**src/rtl/int_to_float_pkg.sv**
```systemverilog
// Shared IEEE-754 single-precision field widths, constants and the packed result layout
// used by the integer-to-float pipeline.
package int_to_float_pkg;
  localparam int          FP_EXP_W  = 8;
  localparam int          FP_MANT_W = 23;
  localparam int          FP_BIAS   = 127;
  localparam logic [31:0] FP32_ZERO = 32'h0000_0000;

  typedef struct packed {
    logic                 sign;
    logic [FP_EXP_W-1:0]  exp;
    logic [FP_MANT_W-1:0] mant;
  } fp32_t;
endpackage

```
**src/rtl/leading_zero_count.sv**
```systemverilog
// Combinational leading-zero counter; count = WIDTH and all_zero = 1 for an all-zero vector.
// No state, no handshake.
module leading_zero_count #(
  parameter int WIDTH = 32,
  parameter int CNT_W = $clog2(WIDTH + 1)
) (
  input  logic [WIDTH-1:0] vec,
  output logic [CNT_W-1:0] count,
  output logic             all_zero
);

  // Scan upward so the highest set bit is the last to write the count.
  always_comb begin
    count = CNT_W'(WIDTH);
    for (int i = 0; i < WIDTH; i++) begin
      if (vec[i]) count = CNT_W'(WIDTH - 1 - i);
    end
  end

  assign all_zero = ~|vec;

endmodule

```
**src/rtl/int_to_float_pipe.sv**
```systemverilog
// Integer to IEEE-754 single converter, round-nearest-even; 3-cycle latency, 1 sample/cycle.
// Backpressure: every stage holds while the output is valid and unaccepted; ready_in follows that advance.
module int_to_float_pipe
  import int_to_float_pkg::*;
#(
  parameter int IN_WIDTH  = 32,
  parameter int SIGNED_IN = 0
) (
  input  logic                clk,
  input  logic                reset_n,
  input  logic [IN_WIDTH-1:0] data_in,
  input  logic                valid_in,
  output logic                ready_in,
  output logic [31:0]         float_out,
  output logic                inexact_out,
  output logic                valid_out,
  input  logic                ready_out
);

  localparam int CNT_W = $clog2(IN_WIDTH + 1);
  localparam int REM_W = IN_WIDTH - 1;
  localparam int EXT_W = REM_W + FP_MANT_W + 1;

  logic adv;
  assign adv      = !valid_out || ready_out;
  assign ready_in = adv;

  // ---------------- S1: sign / magnitude ----------------
  logic                in_sign;
  logic [IN_WIDTH-1:0] in_mag;

  assign in_sign = (SIGNED_IN != 0) && data_in[IN_WIDTH-1];
  // Most-negative input negates to 2^(IN_WIDTH-1), which still fits unsigned.
  assign in_mag  = in_sign ? (~data_in + IN_WIDTH'(1)) : data_in;

  logic                s1_vld;
  logic                s1_sign;
  logic [IN_WIDTH-1:0] s1_mag;

  always_ff @(posedge clk or negedge reset_n) begin
    if (!reset_n) begin
      s1_vld  <= 1'b0;
      s1_sign <= 1'b0;
      s1_mag  <= '0;
    end else if (adv) begin
      s1_vld  <= valid_in;
      s1_sign <= in_sign;
      s1_mag  <= in_mag;
    end
  end

  // ---------------- S2: normalise ----------------
  logic [CNT_W-1:0]    s1_lz;
  logic                s1_zero;
  logic [IN_WIDTH-1:0] s1_norm;
  logic [7:0]          s1_msb;

  leading_zero_count #(
    .WIDTH (IN_WIDTH),
    .CNT_W (CNT_W)
  ) u_lzc (
    .vec      (s1_mag),
    .count    (s1_lz),
    .all_zero (s1_zero)
  );

  assign s1_norm = s1_mag << s1_lz;
  assign s1_msb  = 8'(IN_WIDTH - 1) - 8'(s1_lz);

  logic             s2_vld;
  logic             s2_sign;
  logic             s2_zero;
  logic [7:0]       s2_msb;
  logic [REM_W-1:0] s2_rem;

  always_ff @(posedge clk or negedge reset_n) begin
    if (!reset_n) begin
      s2_vld  <= 1'b0;
      s2_sign <= 1'b0;
      s2_zero <= 1'b1;
      s2_msb  <= '0;
      s2_rem  <= '0;
    end else if (adv) begin
      s2_vld  <= s1_vld;
      s2_sign <= s1_sign;
      s2_zero <= s1_zero;
      s2_msb  <= s1_msb;
      s2_rem  <= s1_norm[REM_W-1:0];
    end
  end

  // ---------------- S3: round / pack ----------------
  // Bits below the hidden one, zero-padded so narrow inputs give G=S=0.
  logic [EXT_W-1:0]     ext;
  logic [FP_MANT_W-1:0] frac;
  logic                 guard;
  logic                 sticky;
  logic                 round_up;
  logic                 carry;
  logic [FP_MANT_W-1:0] frac_r;
  logic [FP_EXP_W-1:0]  exp_r;
  fp32_t                res;
  logic                 res_inexact;

  assign ext      = {s2_rem, {(FP_MANT_W + 1){1'b0}}};
  assign frac     = ext[EXT_W-1 -: FP_MANT_W];
  assign guard    = ext[EXT_W-1-FP_MANT_W];
  assign sticky   = |ext[EXT_W-2-FP_MANT_W:0];
  assign round_up = guard && (sticky || frac[0]);

  // A carry out of the mantissa leaves frac_r = 0 and bumps the exponent.
  assign {carry, frac_r} = {1'b0, frac} + {{FP_MANT_W{1'b0}}, round_up};
  assign exp_r = 8'(FP_BIAS) + s2_msb + {7'b0, carry};

  always_comb begin
    res         = fp32_t'(FP32_ZERO);
    res_inexact = 1'b0;
    if (!s2_zero) begin
      res.sign    = s2_sign;
      res.exp     = exp_r;
      res.mant    = frac_r;
      res_inexact = guard | sticky;
    end
  end

  fp32_t out_q;
  logic  out_inexact;

  always_ff @(posedge clk or negedge reset_n) begin
    if (!reset_n) begin
      valid_out   <= 1'b0;
      out_q       <= fp32_t'(FP32_ZERO);
      out_inexact <= 1'b0;
    end else if (adv) begin
      valid_out <= s2_vld;
      if (s2_vld) begin
        out_q       <= res;
        out_inexact <= res_inexact;
      end
    end
  end

  assign float_out   = out_q;
  assign inexact_out = out_inexact;

endmodule

```
**config.mk**
```make
export PLATFORM = sky130hd
export DESIGN_NAME = int_to_float_pipe
export DESIGN_NICKNAME = d
export VERILOG_FILES = /design/src/rtl/int_to_float_pkg.sv /design/src/rtl/leading_zero_count.sv /design/src/rtl/int_to_float_pipe.sv
export SDC_FILE = /design/constraint.sdc
export NUM_CORES = 1
export LEC_CHECK = 0
export ABC_AREA = 1
export CORE_ASPECT_RATIO = 0.9
export CORE_MARGIN = 2
export CORE_UTILIZATION = 35
export CTS_BUF_LIST = sky130_fd_sc_hd__clkbuf_4 sky130_fd_sc_hd__clkbuf_8 sky130_fd_sc_hd__clkbuf_16
export DETAILED_ROUTE_END_ITERATION = 6
export GPL_TIMING_DRIVEN = 0
export SETUP_SLACK_MARGIN = 0.3
export SLEW_MARGIN = 25
export SYNTH_ARGS = -nofsm -noshare
export SYNTH_HDL_FRONTEND = slang
export SYNTH_HIERARCHICAL = 1
export SYNTH_SLANG_ARGS = --single-unit
```
**constraint.sdc**
```tcl
create_clock -name clk -period 3.46 [get_ports clk]
set_clock_uncertainty 0.2 [all_clocks]
set_input_delay 1.038 -clock clk [delete_from_list [all_inputs] [get_ports clk]]
set_output_delay 1.038 -clock clk [all_outputs]
set_load 0.01 [all_outputs]
```
Word-level counts from Yosys, hierarchy flattened
Index checks and enable logic that the tools add are counted.
{"block": "classes", "n_bitwise": 1, "n_addsub": 4, "n_reduce_logical": 8, "n_mux": 34, "n_shift": 1}
{"cell": "$mux 6", "count": 32}
{"cell": "$reduce_or 32->1", "count": 1}
{"cell": "$shl 32x6->31", "count": 1}
{"cell": "$mux 31", "count": 1}
{"cell": "$add 23x1->24", "count": 1}
{"cell": "$add 7x8->8 const A", "count": 1}
{"cell": "$add 8x1->8", "count": 1}
{"cell": "$reduce_or 7->1", "count": 1}
{"cell": "$sub 5x6->7 const A", "count": 1}
{"cell": "$logic_not 1->1", "count": 2}
{"cell": "$logic_or 1x1->1", "count": 2}
{"cell": "$reduce_and 2->1", "count": 1}
{"cell": "$logic_and 1x1->1", "count": 1}
{"cell": "$mux 1", "count": 1}
{"cell": "$or 1x1->1", "count": 1}
{"block": "totals", "regBits": 108, "inputBits": 36, "output_inout_bits": 35, "elab_cells": 59}

Logic depth before layout (Yosys ltp)
Gate-level depths: netlist of the first run.
{"block": "logic_depth", "word_depth": 33, "depth_mapped": 39, "mapped_depth_nobuf": 38}

Modules after synthesis
Netlist of the first run, hierarchy kept.
{"mod": "int_to_float_pipe", "cells_per_inst": 868, "seq_area_each_um2": 2628.8, "instances": 1, "area_per_inst_um2": 6044.5}
{"mod": "leading_zero_count", "cells_per_inst": 110, "seq_area_each_um2": 0.0, "instances": 1, "area_per_inst_um2": 481.7}

Worst setup path before layout of the first run
Ideal clock, no wire load.
{"block": "synth_path", "path_type": "flip-flop to flip-flop", "start": "reg s1_mag[1]", "end": "reg s2_rem[24]", "path_buffers": 1, "stages_incl_launch_ff": 40, "period_less_slack_ns": 2.898, "t_arrival_ns": 2.573, "setup_time_ns": 0.124, "path_slack_ns": 0.562, "t_required_ns": 3.136, "path_cell_list": "dfrtp_1 > inv_1 > nand2_1 > nand2_1 > nand2_1 > nand2_1 > nand2_1 > nand2_1 > nand2_1 > nand2_1 > nand2_1 > nand2_1 > nand2_1 > nand2_1 > nand2_1 > nand2_1 > nand2_1 > nand2_1 > (+4 left out) > nand2_1 > nand2_1 > nand2_1 > nand2_1 > nand2_1 > nand2_1 > nand2_1 > nand2_1 > nand2_1 > a21oi_2 > inv_2 > buf_4 > nand2_1 > nand3_1 > nand3_1 > nand3_1 > nand3_1 > nand3_1"}
{"block": "synth_between", "elab_chain_cells": 32}
{"element": "start, declared", "line": "int_to_float_pipe.sv:38", "source": "logic [IN_WIDTH-1:0] s1_mag;"}
{"element": "start signal, assigned", "line": "int_to_float_pipe.sv:48", "source": "s1_mag <= in_mag;"}
{"element": "$mux 6 (31 in series)", "line": "leading_zero_count.sv:16", "source": "if (vec[i]) count = CNT_W'(WIDTH - 1 - i);"}
{"element": "named net s1_lz[0]", "line": "int_to_float_pipe.sv:53", "source": "logic [CNT_W-1:0] s1_lz;"}
{"element": "$shl 32x6->31", "line": "int_to_float_pipe.sv:67", "source": "assign s1_norm = s1_mag << s1_lz;"}
{"element": "end signal, assigned", "line": "int_to_float_pipe.sv:88", "source": "s2_rem <= s1_norm[REM_W-1:0];"}
{"element": "end, declared", "line": "int_to_float_pipe.sv:74", "source": "logic [REM_W-1:0] s2_rem;"}
The timed path passes the listed nets, and every way through them passes these cells.
A chain may end at the register's enable or synchronous reset.

Worst setup path in the final report of the first run
{"block": "layout_path", "start": "reg s1_mag[0]", "end": "reg s2_rem[26]"}
{"block": "layout_between", "elab_chain_cells": 33}
{"element": "$mux 6 (32 in series)", "line": "leading_zero_count.sv:16"}
{"element": "named net s1_lz[1]", "line": "int_to_float_pipe.sv:53"}
{"element": "$shl 32x6->31", "line": "int_to_float_pipe.sv:67"}
The timed path passes the listed nets, and every way through them passes these cells.

==> results of run 1 <==
-- critical path: stages, from the launching register on --
cell      delay (ps)
dfrtp_1          380
buf_4            160
nor2_1            50
inv_1             60
a311oi_1         100
o31ai_1          250
o21ai_1          120
nand2_1           80
nand2_1           60
nand2_1           60
nand2_1           50
nand2_1           70
nand2_1           50
nand2_1           60
a21oi_1           60
a211oi_1         190
buf_2            260
buf_2            370
nand3_2          190
nand3_2          140
nand3_4          100
nand3_2          130
nand3_2           80
-- cells by family after synthesis --
logic type | after synthesis | synth area share, %
adders and majority gates | 3 | 0.575
buffers and inverters | 132 | 8.76
other | 1 | 0.0575
DFF | 105 | 40.3
and+or+nand+nor | 657 | 43.5
AOI/OAI and AO/OA | 78 | 6.54
xor gates and xnor gates | 2 | 0.268
-- layout make-up --
| cell class | count | area, µm² |
|---|---|---|
| fillers | 1809 | 9460 |
| multi-input cells | 741 | 4180 |
| flip-flops and latches | 105 | 2630 |
| repair buffers | 79 | 817 |
| inverters | 85 | 349 |
| well taps | 245 | 307 |
| plain buffers | 47 | 292 |
| clock buffers | 9 | 225 |
| clock inverters | 7 | 85.1 |
-- power groups by stage --
| stage | clock, mW | sequential, mW | combinational (mW) |
|---|---|---|---|
| floorplan | 0 | 2.13 | 1.84 |
| global placement | 0 | 2.18 | 2.91 |
| detailed placement | 0 | 2.18 | 2.92 |
| CTS | 1.10 | 2.17 | 3.32 |
| global route | 1.14 | 2.24 | 4.02 |
| finish | 1.08 | 2.17 | 3.66 |
-- what timing repair did --
| item | in CTS | in global routing |
|---|---|---|
| buffers inserted | 7 | 1 |
| gates resized for setup | 134 | 79 |
| pin swaps | 39 | 29 |
| gates cloned | 0 | 1 |
| endpoints found under the setup margin | 32 | 31 |
-- sequential cells by signal, indices dropped and copies added, names as in the netlist --
| name | count |
|---|---|
| float_out | 31 |
| inexact_out | 1 |
| s1_mag | 32 |
| s1_vld | 1 |
| s2_msb | 6 |
| s2_rem | 31 |
| s2_vld | 1 |
| s2_zero | 1 |
| valid_out | 1 |
-- cell usage in the layout, fill, tap and decap left out, types with 2 or more instances in the layout --
cell,count
nor2_1,53
clkinv_8,3
o21ai_1,11
dfrtp_2,4
buf_1,7
ha_1,3
a21oi_1,13
a22oi_1,3
xnor2_1,2
nand3_1,112
nor3_1,6
buf_12,3
o21ai_0,38
nand2_4,12
clkbuf_1,8
nor4_1,4
nand4_1,8
nor2_4,4
clkbuf_16,10
nand3_4,16
nor2_2,4
inv_2,7
nor3_2,3
buf_2,22
nand2_2,21
dfrtp_1,100
inv_1,75
nand3_2,93
buf_4,10
clkdlybuf4s50_1,66
bufinv_8,2
a22o_1,2
nand2_1,319
buf_6,4
-- layer usage --
| layer | GRT usage (%) | part of all wire [%] | wire (µm) | up-vias |
|---|---|---|---|---|
| met5 | 0 | 0 | 0 | - |
| met4 | 5.34 | 1.4 | 308 | 0 |
| met3 | 3.32 | 6.7 | 1440 | 32 |
| met2 | 33.1 | 43 | 9380 | 229 |
| met1 | 33.2 | 49 | 10500 | 3258 |
| li1 | - | - | - | 3384 |
-- stage by stage --
stage / setup TNS (ps) / instances / cell area (µm²) / power [mW] / hold slack, ps
2_1_floorplan: 0 / 978 / 6530 / 3.96 / 242
5_1_grt: -3540 / 1318 / 8890 / 7.40 / 305
3_5_place_dp: -1320 / 1293 / 7550 / 5.10 / 266
4_1_cts: 0 / 1316 / 8480 / 6.58 / 286
6_report: 0 / 1318 / 8890 / 6.91 / 280
3_3_place_gp: -315310 / 1292 / 7520 / 5.09 / 263
-- how the worst max path moves through the flow --
stage	slack (ps)	startpoint	cells after the start	to
global placement	-3010	reset_n	1	float_out[21]$_DFFE_PN0P_
detailed placement	-620	ready_out	5	ready_in
finish	70	s1_mag[0]$_DFFE_PN0N_	22	s2_rem[26]$_DFFE_PN0N_
floorplan	560	s1_mag[1]$_DFFE_PN0N_	39	s2_rem[24]$_DFFE_PN0N_
CTS	200	s1_mag[1]$_DFFE_PN0N_	39	s2_rem[26]$_DFFE_PN0N_
global route	-170	s1_mag[1]$_DFFE_PN0N_	39	s2_rem[28]$_DFFE_PN0N_
==> key figures, run 1 <==
Critical path
  – Critical path class: flop to flop
  – R2R Path End: s2_rem[26]$_DFFE_PN0N_
  – WP data required: 3520 ps
  – Critical Path Source Type: flop
  – Crit path DAT: 3450 ps
  – Worst R2R Start: s1_mag[0]$_DFFE_PN0N_
  – FF-to-FF setup slack: 70 ps
  – CP Max Fanout: 10
  – R2r worst-path depth: 22
  – CP endpoint kind: flop

Clock network
  – Clk pin slew, worst setup/hold paths: 80 ps
  – CTS tree: built
  – H-tree Lvls: 3
  – Clk root buf: clkbuf_16
  – Max Buffers Root-to-Sink: 2
  – Clock sink count: 105
  – Worst-skew pair later-pin latency: 370 ps
  – CTS Hold Bufs: 0
  – TritonCTS Buffers: 9

Floorplan
  – Die H: 134 µm
  – Die Wd: 148 µm
  – Starting density of the core: 35.6%
  – Die ar.: 19800 µm²
  – Core area: 18300 µm²
  – I/O pin cnt: 71
  – Placement Rows: 47

Cells and area
  – Final Util: 48.4%
  – # diodes: 0
  – Final #Nets: 1107
  – Layout area overhead: 36.2%
  – Share of layout cells above drive strength 1: 21.7%

Worst hold path
  – Worst hold stages: 2
  – WHS Endpoint: valid_out$_DFFE_PN0N_
  – Min-delay src: s2_vld$_DFFE_PN0N_
  – Worst hold-check path type: flop to flop

STA
  – Tmin final: 3390 ps
  – Setup WS post-layout: 71.4 ps
  – RSZ-0062 raised after global routing: yes
  – Final Max Slew Viols: 0
  – Fmax: 295 MHz
  – Worst-Margin Slew: 831 ps
  – Rel. slew slack: 44.6%
  – Final hold vios: 0
  – Final setup violation count: 0
  – Crit share post-route: 97.9%

Power
  – Reg power frac: 31.4%
  – Pwr Density: 777 nW/µm²
  – Comb power frac: 53.0%
  – Leak: 4.16 nW
  – Switching pwr: 3.25 mW
  – Cell Int Power: 3.66 mW
  – Clock Power Share: 15.6%
  – Sw Ratio: 47.0%
  – Peak supply drop: 290 µV

Yosys
  – Yosys top cell by area: dfrtp_1
  – Mapped Avg Cell Area: 6.67 µm²
  – Sequential fraction of the synthesis area: 40.3%
  – Top cell type's share of synthesized area: 39.9%
  – Synthesized flop and latch total: 105
  – Synth Cell Area: 6530 µm²
  – Synth warn: 6
  – Most frequent cells after synthesis: 352 x nand2_1, 219 x nand3_1, 104 x dfrtp_1
  – Mapped Cells: 978
  – Post-synth EDFFs: 0
  – Count leader, synth: nand2_1
  – Synth Net Count: 1017
  – Ys flop type: dfrtp_1
  – Dominant cells by area after synthesis: dfrtp_1 40%, nand2_1 20%, nand3_1 17%
  – Async S/R FF share, synth: 100%
  – Netlist cell types: 37

Drt
  – Drt initial violations: 668
  – Drt total wl: 21.6 mm
  – Final ANT Viol Nets: 0
  – TritonRoute pass-1 iters: 5
  – DR vias: 6903
  – Mean routed wirelength per cell: 16.4 µm
  – Residual DRC: 0
  – Via-to-Cell Ratio: 5.24

Flow run
  – Max_cap viols: 0

Global route
  – Largest net degree at the start of global routing: 56
  – First-pass GRT wire length: 34.2 mm
  – Number of global-route vias before repair: 6373
  – Gr usage total: 22.0%
  – Initial antenna violation count: 0
  – Gr ovfl total: 0

Place
  – I/O Buffers: 69
  – Gpl congestion: 0.948
  – DPL Wire Length: 15.8 mm
  – Dpl ws: -622 ps

Outcome
  – Status: completed
(Power assumes the default switching activity.)
==> inputs of run 2 (changes only) <==
--- a/config.mk
+++ b/config.mk
@@ -8,10 +8,11 @@
 export ABC_AREA = 1
 export CORE_ASPECT_RATIO = 0.9
 export CORE_MARGIN = 2
-export CORE_UTILIZATION = 35
+export CORE_UTILIZATION = 55
 export CTS_BUF_LIST = sky130_fd_sc_hd__clkbuf_4 sky130_fd_sc_hd__clkbuf_8 sky130_fd_sc_hd__clkbuf_16
 export DETAILED_ROUTE_END_ITERATION = 6
 export GPL_TIMING_DRIVEN = 0
+export PLACE_DENSITY = 0.78
 export SETUP_SLACK_MARGIN = 0.3
 export SLEW_MARGIN = 25
 export SYNTH_ARGS = -nofsm -noshare
==> key figures, run 2 (synthesized netlist as in run 1, its figures left out) <==
Outcome
  – Status: finished with violations
  – Failing checks: setup timing

Drt
  – DR vias: 7241
  – Residual DRC: 0
  – TritonRoute pass-1 iters: 6
  – Mean routed wirelength per cell: 17.8 µm
  – Via-to-Cell Ratio: 5.89
  – Final ANT Viol Nets: 0
  – Drt initial violations: 787
  – Drt total wl: 22.0 mm

Global route
  – First-pass GRT wire length: 34.4 mm
  – Gr ovfl total: 0
  – Largest net degree at the start of global routing: 68
  – Gr usage total: 34.5%
  – Initial antenna violation count: 0
  – Number of global-route vias before repair: 6769

Place
  – Placed Instances: 1204
  – DPL Wire Length: 15.4 mm
  – Gpl congestion: 0.951
  – I/O Buffers: 69
  – Area after DPL: 7440 µm²

Clock network
  – TritonCTS Buffers: 9
  – CTS Hold Bufs: 0
  – Clock sink count: 105
  – Clk pin slew, worst setup/hold paths: 80 ps
  – CTS tree: built
  – Max Buffers Root-to-Sink: 2
  – Worst-skew pair later-pin latency: 370 ps
  – H-tree Lvls: 3
  – Clk root buf: clkbuf_16

Cells and area
  – Biggest register: s1_mag
  – Final instance area: 8770 µm²
  – Share of layout cells above drive strength 1: 23.6%
  – Final #Nets: 1108
  – Post-Layout Cell Count: 1230
  – Layout area overhead: 34.5%
  – Most frequent cells in the layout: 312 x nand2_1, 108 x nand3_2, 101 x nand3_1
  – Max FFs per register: 32
  – Commonest non-fill, non-tap cell in the layout: nand2_1
  – # diodes: 0

STA
  – Setup WS post-layout: -56.1 ps
  – Final setup violation count: 12
  – Final hold vios: 0
  – Fmax: 284 MHz
  – Worst-Margin Slew: 761 ps
  – RSZ-0062 raised after global routing: yes
  – Final Max Slew Viols: 0
  – Rel. slew slack: 49.3%
  – Crit share post-route: 102%
  – Setup TNS: -270 ps
  – Tmin final: 3520 ps

Critical path
  – Critical Path Source Type: flop
  – Crit path DAT: 3560 ps
  – WP data required: 3500 ps
  – CP endpoint kind: flop
  – R2r worst-path depth: 22
  – CP delay by family, top: simple AND/OR/NAND/NOR gates
  – Worst R2R Start: s1_mag[1]$_DFFE_PN0N_
  – Most frequent cell on the critical path: nand2_1
  – Slowest stage delay, CP: 420 ps
  – FF-to-FF setup slack: -60 ps
  – Critical path class: flop to flop
  – R2R Path End: s2_rem[26]$_DFFE_PN0N_
  – Buf/Inv on CP: 4
  – CP max-delay cell: buf_2
  – CP Max Fanout: 10
  – CP Cell Sequence: buf_4 > nor2_1 > inv_1 > a311oi_1 > o31ai_1 > o21ai_1 > nand2_1 > nand2_1 > nand2_1 > nand2_1 > nand2_1 > nand2_1 > nand2_1 > a21oi_1 > a211oi_1 > buf_2 > buf_2 > nand3_2 > nand3_2 > nand3_2 > nand3_4 > nand3_2

Power
  – Leak: 4.19 nW
  – Sw Ratio: 46.7%
  – Reg power frac: 31.3%
  – Switching pwr: 3.27 mW
  – Cell Int Power: 3.73 mW
  – Clock Power Share: 15.8%
  – Pwr Density: 797 nW/µm²
  – Comb power frac: 52.9%
  – Peak supply drop: 604 µV

Floorplan
  – Core area: 11500 µm²
  – Starting density of the core: 56.8%
  – Die ar.: 12800 µm²
  – Die Wd: 119 µm
  – Die H: 107 µm
  – I/O pin cnt: 71
  – Placement Rows: 37

Worst hold path
  – Worst hold stages: 2
  – WHS Endpoint: float_out[27]$_DFFE_PN0P_
  – Min-delay src: float_out[27]$_DFFE_PN0P_
  – Worst hold-check path type: flop to flop

Flow run
  – Max_cap viols: 0
-- run 2: stage by stage --
| step | hold WS [ps] | utilization, % | total power, mW | setup slack, ps |
|---|---|---|---|---|
| after floorplan | 242 | - | 3.96 | 562 |
| after global placement | 256 | 64.6 | 5.03 | -2770 |
| after detailed placement | 261 | 64.8 | 5.08 | -586 |
| after CTS | 284 | 73.0 | 6.58 | 189 |
| after global routing | 303 | 76.4 | 7.41 | -258 |
| final | 284 | 76.4 | 6.99 | -56.1 |
-- run 2: worst max-delay path by stage --
stage,from,endpoint,slack [ps],cells past startpoint
detailed placement,ready_out,ready_in,-590,5
CTS,s1_mag[1]$_DFFE_PN0N_,s2_rem[26]$_DFFE_PN0N_,190,39
finish,s1_mag[1]$_DFFE_PN0N_,s2_rem[26]$_DFFE_PN0N_,-60,22
global placement,reset_n,float_out[28]$_DFFE_PN0P_,-2770,1
global route,s1_mag[1]$_DFFE_PN0N_,s2_rem[28]$_DFFE_PN0N_,-260,39
floorplan,s1_mag[1]$_DFFE_PN0N_,s2_rem[24]$_DFFE_PN0N_,560,39
-- run 2: worst register-to-register path: cells and delay by family (launching register included) --
kind / cells / cell delay [ps]
buffers and inverters: 4 / 880
DFF: 1 / 380
AOI/OAI and AO/OA: 5 / 830
and+or+nand+nor: 13 / 1110
-- run 2: what timing repair did --
action,4_1_cts,5_1_grt
buffers inserted,7,1
resized for setup,143,79
endpoints found under the setup margin,31,32
pin swaps,38,32
cloned,1,1
-- run 2: area by class of cell --
cell class	instances	area, µm²
inverters	85	349
clock inverters	7	82.6
multi-input cells	741	4180
well taps	156	195
plain buffers	47	285
repair buffers	80	827
clock buffers	9	225
flip-flops and latches	105	2640
fillers	853	2710
-- run 2: routing by layer --
metal | wire, µm | track usage (%)
met1 | 9140 | 47.5
met2 | 9590 | 52.3
met3 | 2700 | 10.8
met4 | 515 | 10.3
met5 | 0 | 0
-- run 2: power groups by stage --
stage	clock, mW	combinational (mW)	sequential [mW]
3_5_place_dp	0	2.90	2.18
5_1_grt	1.15	4.01	2.24
6_report	1.10	3.70	2.19
2_1_floorplan	0	1.84	2.13
4_1_cts	1.11	3.31	2.17
3_3_place_gp	0	2.85	2.17
==> inputs of run 3 (changes only) <==
--- a/config.mk
+++ b/config.mk
@@ -11,11 +11,11 @@
 export CORE_UTILIZATION = 55
 export CTS_BUF_LIST = sky130_fd_sc_hd__clkbuf_4 sky130_fd_sc_hd__clkbuf_8 sky130_fd_sc_hd__clkbuf_16
 export DETAILED_ROUTE_END_ITERATION = 6
+export GPL_ROUTABILITY_DRIVEN = 0
 export GPL_TIMING_DRIVEN = 0
 export PLACE_DENSITY = 0.78
 export SETUP_SLACK_MARGIN = 0.3
 export SLEW_MARGIN = 25
 export SYNTH_ARGS = -nofsm -noshare
 export SYNTH_HDL_FRONTEND = slang
-export SYNTH_HIERARCHICAL = 1
 export SYNTH_SLANG_ARGS = --single-unit
==> key figures, run 3 <==
Yosys
  – Sequential fraction of the synthesis area: 41.3%
  – Top cell type's share of synthesized area: 40.8%
  – Post-synth EDFFs: 0
  – Async S/R FF share, synth: 100%
  – Most frequent cells after synthesis: 283 x nand2_1, 183 x nand3_1, 107 x o21ai_0
  – Netlist cell types: 34
  – Dominant cells by area after synthesis: dfrtp_1 41%, nand2_1 17%, nand3_1 14%
  – Synth Cell Area: 6370 µm²
  – Synth Net Count: 979
  – Mapped Cells: 939
  – Synth warn: 0
  – Ys flop type: dfrtp_1
  – Synthesized flop and latch total: 105
  – Count leader, synth: nand2_1
  – Yosys top cell by area: dfrtp_1
  – Mapped Avg Cell Area: 6.79 µm²

Outcome
  – Stopped at: global routing
  – Error msg: [ERROR DPL-0038] Utilization greater than 100%, impossible to legalize
  – Status: stopped before the end

STA
  – Worst endpoint type: sequential cell input
  – Crit. endpoint post-GRT repair: float_out[27]$_DFFE_PN0P_/D

Clock network
  – Max Buffers Root-to-Sink: 2
  – Clk root buf: clkbuf_16
  – CTS Hold Bufs: 0
  – Clock sink count: 105
  – H-tree Lvls: 3
  – TritonCTS Buffers: 9

Place
  – I/O Buffers: 69
  – DPL Wire Length: 14.5 mm

Floorplan
  – Starting density of the core: 56.0%
  – I/O pin cnt: 71
  – Die H: 106 µm
  – Die Wd: 117 µm
  – Placement Rows: 37

Global route
  – Largest net degree at the start of global routing: 71
-- run 3: cell types whose count changed after synthesis, sizes merged, moves of 5 or more --
cell    before  now
nand4        8    3
nand2      353  286
inv         83   78
o31ai        1    8
nand3      221  185
nor2        61   56
o21ai       51  120
clkbuf       9   33
o22ai        0    6
buf         38   16
-- run 3: cells by family after synthesis --
| group | synth area share [%] |
|---|---|
| simple gates | 36.6 |
| compound gates | 12.5 |
| buf+inv | 8.31 |
| flops | 41.3 |
| xor+xnor | 0.550 |
| fa+ha+maj | 0.785 |
| other cells | 0.0588 |
-- run 3: timing repair --
action                                  4_1_cts
setup buffers                               116
pin swaps                                   117
hold endpoints to repair                      0
endpoints found under the setup margin       45
resized for setup                           354
cloned                                        5
-- run 3: metrics by stage --
stage / instances / instance area [µm²] / TNS, ps / setup slack [ps] / utilization [%]
2_1_floorplan: 939 / 6420 / 0 / 24.0 / -
3_3_place_gp: 1164 / 7310 / -289740 / -2740 / 64.2
3_5_place_dp: 1165 / 7340 / -5340 / -1100 / 64.4
4_1_cts: 1302 / 10200 / -3120 / -342 / 89.4
==> inputs of run 4 (changes only) <==
--- a/config.mk
+++ b/config.mk
@@ -6,15 +6,12 @@
 export NUM_CORES = 1
 export LEC_CHECK = 0
 export ABC_AREA = 1
-export CORE_ASPECT_RATIO = 0.9
 export CORE_MARGIN = 2
-export CORE_UTILIZATION = 55
-export CTS_BUF_LIST = sky130_fd_sc_hd__clkbuf_4 sky130_fd_sc_hd__clkbuf_8 sky130_fd_sc_hd__clkbuf_16
+export CORE_UTILIZATION = 40
 export DETAILED_ROUTE_END_ITERATION = 6
 export GPL_ROUTABILITY_DRIVEN = 0
 export GPL_TIMING_DRIVEN = 0
-export PLACE_DENSITY = 0.78
-export SETUP_SLACK_MARGIN = 0.3
+export PLACE_DENSITY_LB_ADDON = 0.15
 export SLEW_MARGIN = 25
 export SYNTH_ARGS = -nofsm -noshare
 export SYNTH_HDL_FRONTEND = slang
==> key figures, run 4 <==
Place
  – I/O Buffers: 69
  – DPL Wire Length: 15.0 mm
  – Dpl ws: -1280 ps
  – Placed Instances: 1225
  – Area after DPL: 7390 µm²

Power
  – Switching pwr: 4.09 mW
  – Cell Int Power: 4.34 mW
  – Comb power frac: 61.1%
  – Pwr Density: 823 nW/µm²
  – Leak: 4.63 nW
  – Total Power: 8.43 mW
  – Sw Ratio: 48.5%
  – Reg power frac: 24.9%
  – Peak supply drop: 368 µV
  – Clock Power Share: 14.0%

Drt
  – Mean routed wirelength per cell: 18.8 µm
  – Drt initial violations: 749
  – DR vias: 7481
  – TritonRoute pass-1 iters: 6
  – Residual DRC: 0
  – Final ANT Viol Nets: 0
  – Drt total wl: 24.5 mm
  – Via-to-Cell Ratio: 5.76

Cells and area
  – Final Util: 65.2%
  – Most frequent cells in the layout: 190 x nand2_1, 103 x dfrtp_1, 93 x nand3_2
  – Biggest register: s1_mag
  – Share of layout cells above drive strength 1: 37.8%
  – Max FFs per register: 32
  – # diodes: 0
  – Commonest non-fill, non-tap cell in the layout: nand2_1
  – Area of the multi-input gates: 5160 µm²
  – Final #Nets: 1117
  – Final instance area: 10200 µm²
  – Sequential Area: 2630 µm²
  – Fill count: 1231
  – Post-Layout Cell Count: 1298
  – Layout area overhead: 60.8%

Yosys
  – Mapped Cells: 939
  – Sequential fraction of the synthesis area: 41.3%
  – Mapped Avg Cell Area: 6.79 µm²
  – Top cell type's share of synthesized area: 40.8%
  – Ys flop type: dfrtp_1
  – Post-synth EDFFs: 0
  – Async S/R FF share, synth: 100%
  – Dominant cells by area after synthesis: dfrtp_1 41%, nand2_1 17%, nand3_1 14%
  – Synth warn: 0
  – Synth Net Count: 979
  – Yosys top cell by area: dfrtp_1
  – Count leader, synth: nand2_1
  – Most frequent cells after synthesis: 283 x nand2_1, 183 x nand3_1, 107 x o21ai_0
  – Synthesized flop and latch total: 105
  – Netlist cell types: 34
  – Synth Cell Area: 6370 µm²

Critical path
  – Critical path class: flop to flop
  – CP endpoint kind: flop
  – WP data required: 3500 ps
  – CP max-delay cell: dfrtp_1
  – Critical Path Source Type: flop
  – Most frequent cell on the critical path: inv_2
  – Slowest stage delay, CP: 360 ps
  – Crit path DAT: 3830 ps
  – CP Max Fanout: 2

Global route
  – First-pass GRT wire length: 32.9 mm
  – Gr usage total: 25.1%
  – Largest net degree at the start of global routing: 67
  – Number of global-route vias before repair: 6517
  – Initial antenna violation count: 0
  – Met3 usage: 3.03%
  – M2 GR Usage: 41.9%
  – Gr ovfl total: 0
  – Met1 Use GR: 31.8%
  – Global route hottest layer: met2

STA
  – Rel. slew slack: 29.9%
  – Hold slack: 288 ps
  – Setup WS post-layout: -330 ps
  – Final Max Slew Viols: 0
  – Tmin final: 3790 ps
  – RSZ-0062 raised after global routing: yes
  – Fmax: 264 MHz
  – Worst-Margin Slew: 1050 ps
  – Final setup violation count: 34
  – Crit share post-route: 110%
  – Final hold vios: 0
  – Setup TNS: -4720 ps

Clock network
  – Clk pin slew, worst setup/hold paths: 80 ps
  – Worst-skew pair later-pin latency: 370 ps
  – Max Buffers Root-to-Sink: 2
  – H-tree Lvls: 3
  – CTS tree: built
  – TritonCTS Buffers: 9
  – Clock sink count: 105
  – Clk root buf: clkbuf_16

Floorplan
  – Die ar.: 17000 µm²
  – Placement Rows: 46
  – Die H: 130 µm
  – Die Wd: 130 µm
  – Core area: 15700 µm²
  – I/O pin cnt: 71
  – Starting density of the core: 40.6%

Outcome
  – Status: finished with violations
  – Failing checks: setup timing

Flow run
  – Max_cap viols: 0

Worst hold path
  – Worst hold-check path type: flop to flop
run 4: cell counts after synthesis:
No cell type changed its count.
run 4: kinds of logic (layout without fill, tap and decap cells):
kind of cell               after synthesis  in the layout  synth area share (%)
other                                    1              1                0.0588
adders and majority gates                4              4                 0.785
and+or+nand+nor                        545            545                  36.6
AOI/OAI and AO/OA                      151            151                  12.5
DFF                                    105            105                  41.3
buffers and inverters                  129            272                  8.31
xor gates and xnor gates                 4              4                 0.550
run 4: repair_timing:
| action | in CTS | in global routing |
|---|---|---|
| pin swaps | 13 | 112 |
| endpoints found under the setup margin | 33 | 48 |
| resized for setup | 53 | 421 |
| buffers inserted | 44 | 15 |
| hold buffers | 0 | 0 |
| gates cloned | 0 | 5 |
run 4: area by class of cell:
type,instances,area share [%]
plain buffers,48,2.87
clock buffers,10,2.33
clock inverters,6,0.940
inverters,80,3.00
multi-input cells,705,50.4
flip-flops and latches,105,25.7
well taps,216,2.64
repair buffers,128,12.2
run 4: layer usage:
| metal | part of all wire, % | vias up |
|---|---|---|
| met4 | 6.8 | 0 |
| met2 | 48 | 409 |
| met5 | 0 | - |
| met3 | 6.5 | 136 |
| li1 | - | 3406 |
| met1 | 38 | 3530 |
run 4: path summary, 6_finish.rpt:
check	start	end	slack, ps	cells after the start
min in group asynchronous	reset_n	float_out[25]$_DFFE_PN0P_	370	1
worst max-delay path	s2_rem[1]$_DFFE_PN0N_	float_out[27]$_DFFE_PN0P_	-330	28
worst min-delay path	s2_rem[7]$_DFFE_PN0N_	inexact_out$_DFFE_PN0P_	290	2
max in group asynchronous	reset_n	s2_zero$_DFFE_PN1N_	2010	2
worst min register to register	s2_rem[7]$_DFFE_PN0N_	inexact_out$_DFFE_PN0P_	290	2
worst max register to register	s2_rem[1]$_DFFE_PN0N_	float_out[27]$_DFFE_PN0P_	-330	28
run 4: power by group through the flow:
| stage | clock [mW] | sequential, mW | combinational (mW) |
|---|---|---|---|
| detailed placement | 0 | 2.05 | 3.16 |
| global route | 1.24 | 2.16 | 5.46 |
| floorplan | 0 | 2.07 | 1.94 |
| global placement | 0 | 2.04 | 3.15 |
| finish | 1.18 | 2.10 | 5.15 |
| CTS | 1.19 | 2.05 | 3.38 |
run 4: worst max-delay path: cells and delay by family (launching register included):
family                     cells  cell delay (ps)
and+or+nand+nor               19             2050
buffers and inverters          4              250
xor gates and xnor gates       1              150
AOI/OAI and AO/OA              1               80
adders and majority gates      3              590
DFF                            1              360
